===== src/rtl/equiv_sweeper.sv =====
// Sequential truth-table equivalence sweeper: walks all 2^N input combinations, counting mismatches.
// Optional early termination on the first mismatch is compiled in with EQUIV_SWEEPER_EARLY_STOP_EN.
`timescale 1ns/1ps
module equiv_sweeper #(
    parameter int N = 4
) (
    input  logic                clk,
    input  logic                rst,
    input  logic                start,
    input  logic [(1<<N)-1:0]   spec_tt,
    input  logic [(1<<N)-1:0]   impl_tt,
    output logic                busy,
    output logic                done,
    output logic                equal,
    output logic [N-1:0]        vec,
    output logic [N:0]          mis_cnt,
    output logic [N-1:0]        first_mis,
    output logic                first_valid
);

    localparam int             TT_W    = 1 << N;
    localparam logic [N-1:0]   VEC_ONE = N'(1);
    localparam logic [N-1:0]   VEC_MAX = {N{1'b1}};
    localparam logic [N:0]     CNT_ONE = (N+1)'(1);

    typedef enum logic [1:0] {
        S_IDLE  = 2'd0,
        S_SWEEP = 2'd1,
        S_DONE  = 2'd2
    } state_t;

    state_t             r_state;
    state_t             w_state_next;
    logic [TT_W-1:0]    r_spec;
    logic [TT_W-1:0]    r_impl;
    logic [N-1:0]       r_vec;
    logic [N:0]         r_mis_cnt;
    logic [N-1:0]       r_first_mis;
    logic               r_first_valid;

    logic [TT_W-1:0]    w_diff_vec;
    logic               w_diff;
    logic               w_last;
    logic               w_stop;
    logic               w_launch;

    genvar gi;
    generate
        for (gi = 0; gi < TT_W; gi++) begin : g_diff
            assign w_diff_vec[gi] = r_spec[gi] ^ r_impl[gi];
        end
    endgenerate

    assign w_diff   = w_diff_vec[r_vec];
    assign w_last   = (r_vec == VEC_MAX);
    assign w_launch = start && ((r_state == S_IDLE) || (r_state == S_DONE));

`ifdef EQUIV_SWEEPER_EARLY_STOP_EN
    assign w_stop = w_last || w_diff;
`else
    assign w_stop = w_last;
`endif

    always_comb begin
        w_state_next = r_state;
        case (r_state)
            S_IDLE:  if (start)  w_state_next = S_SWEEP;
            S_SWEEP: if (w_stop) w_state_next = S_DONE;
            S_DONE:  if (start)  w_state_next = S_SWEEP;
            default: w_state_next = S_IDLE;
        endcase
    end

    always_ff @(posedge clk) begin
        if (rst) begin
            r_state <= S_IDLE;
        end else begin
            r_state <= w_state_next;
        end
    end

    // Tables are snapshotted at launch so later input changes cannot disturb a sweep or its held result.
    always_ff @(posedge clk) begin
        if (rst) begin
            r_spec        <= '0;
            r_impl        <= '0;
            r_vec         <= '0;
            r_mis_cnt     <= '0;
            r_first_mis   <= '0;
            r_first_valid <= 1'b0;
        end else if (w_launch) begin
            r_spec        <= spec_tt;
            r_impl        <= impl_tt;
            r_vec         <= '0;
            r_mis_cnt     <= '0;
            r_first_mis   <= '0;
            r_first_valid <= 1'b0;
        end else if (r_state == S_SWEEP) begin
            if (w_diff) begin
                r_mis_cnt <= r_mis_cnt + CNT_ONE;
                if (!r_first_valid) begin
                    r_first_mis   <= r_vec;
                    r_first_valid <= 1'b1;
                end
            end
            if (!w_stop) begin
                r_vec <= r_vec + VEC_ONE;
            end
        end
    end

    assign busy        = (r_state == S_SWEEP);
    assign done        = (r_state == S_DONE);
    assign equal       = done && (r_mis_cnt == '0);
    assign vec         = r_vec;
    assign mis_cnt     = r_mis_cnt;
    assign first_mis   = r_first_mis;
    assign first_valid = r_first_valid;

endmodule


===== config.mk =====
export PLATFORM = sky130hd
export DESIGN_NAME = equiv_sweeper
export DESIGN_NICKNAME = d
export VERILOG_FILES = /design/src/rtl/equiv_sweeper.sv
export SDC_FILE = /design/constraint.sdc
export NUM_CORES = 1
export LEC_CHECK = 0
export BUFFER_PORTS_ARGS = -buffer_cell sky130_fd_sc_hd__buf_2
export CORE_UTILIZATION = 41
export DETAILED_ROUTE_END_ITERATION = 10
export RECOVER_POWER = 25
export SLEW_MARGIN = 20
export SYNTH_ARGS = -nofsm -noshare
export SYNTH_HDL_FRONTEND = slang
export SYNTH_SLANG_ARGS = --single-unit

===== constraint.sdc =====
create_clock -name clk -period 2.1 [get_ports clk]
set_input_delay 0.42 -clock clk [delete_from_list [all_inputs] [get_ports clk]]
set_output_delay 0.42 -clock clk [all_outputs]
set_load 0.02 [all_outputs]

==> PnR_summary.wiki <==
{| class="wikitable"
! Metric !! Value
|-
| Result of the run || completed
|-
| Layout overhead on the synthesized area || 18.7%
|-
| Post-Route Skew || 0.00377 ns
|-
| Layout Cells excl Fill || around 380
|-
| Grt total ovfl || 0
|-
| Startpoint of the most critical setup path || vec[0]
|-
| Total via count after detailed routing || between 1.5k and 2k
|-
| Routability Congestion || 0.730
|-
| Die height || around 75 microns
|-
| Num ports || between 50 and 60
|-
| Period Utilization, post-route || 0.873
|-
| DR DRC count || 0
|-
| Max Clk Rate || roughly 0.55 GHz
|-
| Top FF cell, synth || sky130_fd_sc_hd__dfxtp_1
|-
| Post-synthesis cell count || around 270
|-
| Final setup vio count || 0
|-
| Placeable core region || about 5000 sq um
|-
| Pin count of the biggest net entering global routing || 34
|-
| Worst slew margin || 0.561
|-
| Total power draw || about 1800 uW
|-
| # resized after CTS || 0
|-
| Worst reg-to-reg path cell count || 6
|-
| Worst reg2reg setup slack || roughly 0.27 ns
|-
| Clk root buf || sky130_fd_sc_hd__clkbuf_8
|-
| Total power density per cell area || between 600 and 700 nW/um^2
|-
| Vias in the first global route || roughly 1.6k
|-
| Clock sink count || 48
|-
| Setup repair after global routing missed its margin || false
|-
| Number of synthesized flops with an enable pin || 0
|-
| Detail Route Antenna Nets || 0
|-
| Synthesized-area fraction occupied by ao, oa, aoi and oai cells || 0.151
|-
| Mapped Avg Cell Area || a little over 8 sq um
|-
| Critical-path maximum fanout || 8
|-
| Worst setup path category || reg -> reg
|-
| Clock tree from TritonCTS || yes
|-
| Post-Place Worst Slack || between 0.2 and 0.3 ns
|-
| Total placed cells including tap cells || around 380
|-
| Area of the die || between 5000 and 6000 sq um
|-
| Largest family of logic cells by synthesized area || simple AND/OR/NAND/NOR gates
|-
| Number of DRC violations after detailed-routing iteration 0 || 85
|-
| Min Tclk post-route || 1.83 ns
|-
| Total of warnings raised by yosys || 0
|-
| Post-synthesis share of cell area spent on and, or, nand and nor gates || 0.234
|-
| Asr flop ratio synth || 0
|-
| Overall track demand over capacity in global routing || 0.168
|-
| Worst setup endpoint || mis_cnt[3]
|-
| IR drop worst, VDD || between 0.4 and 0.5 mV
|-
| Max-Cap Viols || 0
|-
| Effective utilization at floorplan || 0.426
|-
| Standby leakage power || around 0.0011 uW
|-
| Layout filler cell count || 550
|-
| Number of inserted diodes || 0
|-
| Clock-pin slew reported for the worst setup and hold paths after clock tree synthesis || roughly 0.08 ns
|-
| Type of the tightest min-delay check || in -> reg
|-
| Post-synthesis sequential area ratio || 0.439
|-
| Syn nets || between 300 and 400
|-
| Setup TNS after final layout || 0 ns
|-
| Setup repair bufs after CTS || 0
|-
| Count of final max-slew check failures || 0
|-
| Transition time of the tightest slew-check pin || approximately 0.66 ns
|-
| Overall routed net length || between 4000 and 5000 microns
|-
| HPWL after detailed placement || roughly 3200 microns
|-
| Critical R2R Capture || mis_cnt[3]
|-
| Number of buffers inserted for hold repair after clock tree synthesis || 0
|-
| Horizontal extent of the die || 75.1 microns
|-
| Mux contribution to synthesized area || 0.0457
|-
| Area share of xor/xnor cells in the synthesized design || 0.0720
|-
| Worst Min Path Start || spec_tt[6]
|-
| Initial DRT Pass Iterations || 4
|-
| Clock Tree Buf Depth || 2
|-
| Number of buffers inserted during clock tree synthesis || 5
|-
| Netlist area before placement || 2190 sq um
|-
| Number of hold violations in the final report || 0
|-
| IO Port Bufs || 51
|-
| Critical Path AT || slightly above 2 ns
|-
| Average detailed-routed wire length per instance || around 12 microns
|-
| #FFs+latches synth || 48
|-
| Setup WS post-layout || about 0.27 ns
|-
| Num rows || 26
|-
| Post-synth cell types || 36
|-
| Worst setup SP type || register
|-
| Kind of end point of the critical path || register
|-
| Adder and majority cell fraction of the synthesized area || 0.0171
|-
| Global-route wire length before repair || 7160 microns
|-
| Reg-to-Reg Start || vec[0]
|-
| Total number of nets in the final design || 351
|-
| Average vias per placed instance || ~4.8
|-
| Initial antenna violation count || 0
|-
| Clock insertion delay at the later pin of the skew report || between 0.2 and 0.3 ns
|-
| Share of final-layout standard cells stronger than drive strength 1 || 0.236
|-
| Required time of the critical path || approximately 2.3 ns
|-
| H-tree depth reported by CTS || 2
|-
| Layout Utilization || 0.506
|}
## how the worst min path moves through the flow
| stage | endpoint | depth (start not counted) |
|---|---|---|
| after detailed placement | first_mis[2] | 2 |
| final | r_spec[6] | 3 |
| after CTS | r_impl[5] | 3 |
| after floorplan | r_impl[10] | 2 |
| after global placement | first_mis[0] | 2 |
| after global routing | r_spec[9] | 3 |
## layer usage
layer | routed length, microns | global-route usage | vias to the layer above
li1 | - | - | 972
met1 | 2170 | 0.221 | 840
met2 | 2110 | 0.273 | 46
met3 | 166 | 0.0402 | 4
met4 | 27 | 0.0503 | 0
met5 | 0 | 0 | -
## cell type report
class,count,area (sq um),area share
clock buffer,6,82.6,0.0317
multi-input combinational,196,1140,0.438
timing repair buffer,59,309,0.119
tap,70,87.6,0.0337
sequential,48,961,0.369
inverter,3,11.3,0.00433
clock inverter,2,10.0,0.00385
## flip-flops by register name, summed over array words and instances (netlist names)
signal,flops
first_mis,4
vec,4
r_spec,16
mis_cnt,5
r_impl,16
r_state,2
first_valid,1
## synthesized netlist by cell type, drive strengths merged, types with 2 or more instances
| library cell | n | area [sq um] |
|---|---|---|
| xor2 | 13 | 114 |
| nor2 | 6 | 22.5 |
| buf | 5 | 32.5 |
| nand3 | 8 | 40.0 |
| nand2b | 3 | 18.8 |
| nand4 | 2 | 27.5 |
| mux2i | 10 | 100 |
| nor2b | 4 | 32.5 |
| o211ai | 2 | 25.0 |
| a21oi | 43 | 226 |
| clkbuf | 13 | 48.8 |
| inv | 3 | 11.3 |
| o221ai | 2 | 30.0 |
| nand2 | 82 | 310 |
| dfxtp | 48 | 961 |
| xnor2 | 5 | 43.8 |
| ha | 3 | 37.5 |
| a2bb2oi | 2 | 17.5 |
## cell families (layout without fill, tap and decap cells)
kind of cell / after synthesis / in the layout
AO/OA/AOI/OAI: 53 / 53
XOR/XNOR: 18 / 18
adder cells (fa/ha/maj): 3 / 3
buffers and inverters: 21 / 70
flip-flops: 48 / 48
multiplexers: 10 / 10
AND/OR/NAND/NOR: 112 / 112
## report_power, final
group	leakage [uW]	switching [uW]	total, uW	internal (uW)
Sequential	0.000392	32.5	984	952
Clock	0.0000510	290	553	263
Combinational	0.000649	131	232	100
## per-stage QoR
| stage | hold slack (ns) | area, sq um |
|---|---|---|
| 3_5_place_dp | 0.454 | 2510 |
| 2_1_floorplan | 0.448 | 2190 |
| 3_3_place_gp | 0.443 | 2510 |
| 5_1_grt | 0.340 | 2600 |
| 4_1_cts | 0.342 | 2610 |
| 6_report | 0.353 | 2600 |
## worst max-delay path, stage by stage, from the launching register on
cell and delay (ns):
sky130_fd_sc_hd__dfxtp_1 0.61, sky130_fd_sc_hd__nand2_2 0.16, sky130_fd_sc_hd__a2bb2oi_1 0.18, sky130_fd_sc_hd__o211ai_2 0.10
sky130_fd_sc_hd__nand4b_2 0.24, sky130_fd_sc_hd__a2111o_1 0.41, sky130_fd_sc_hd__o21ai_1 0.07
## cell usage in the layout, fill, tap and decap left out, types with 2 or more instances in the layout
cell type / n
sky130_fd_sc_hd__a2bb2oi_1: 2
sky130_fd_sc_hd__o211ai_2: 2
sky130_fd_sc_hd__clkinv_2: 2
sky130_fd_sc_hd__inv_1: 3
sky130_fd_sc_hd__a21oi_1: 42
sky130_fd_sc_hd__nand2_1: 81
sky130_fd_sc_hd__xor2_1: 13
sky130_fd_sc_hd__nand3_1: 8
sky130_fd_sc_hd__buf_2: 48
sky130_fd_sc_hd__nor2b_1: 2
sky130_fd_sc_hd__clkbuf_8: 6
sky130_fd_sc_hd__clkbuf_1: 3
sky130_fd_sc_hd__dfxtp_1: 48
sky130_fd_sc_hd__nand2b_1: 3
sky130_fd_sc_hd__nor2_1: 6
sky130_fd_sc_hd__xnor2_1: 5
sky130_fd_sc_hd__buf_4: 7
sky130_fd_sc_hd__ha_1: 3
sky130_fd_sc_hd__o221ai_2: 2
sky130_fd_sc_hd__mux2i_1: 10
(Power assumes the default switching activity.)
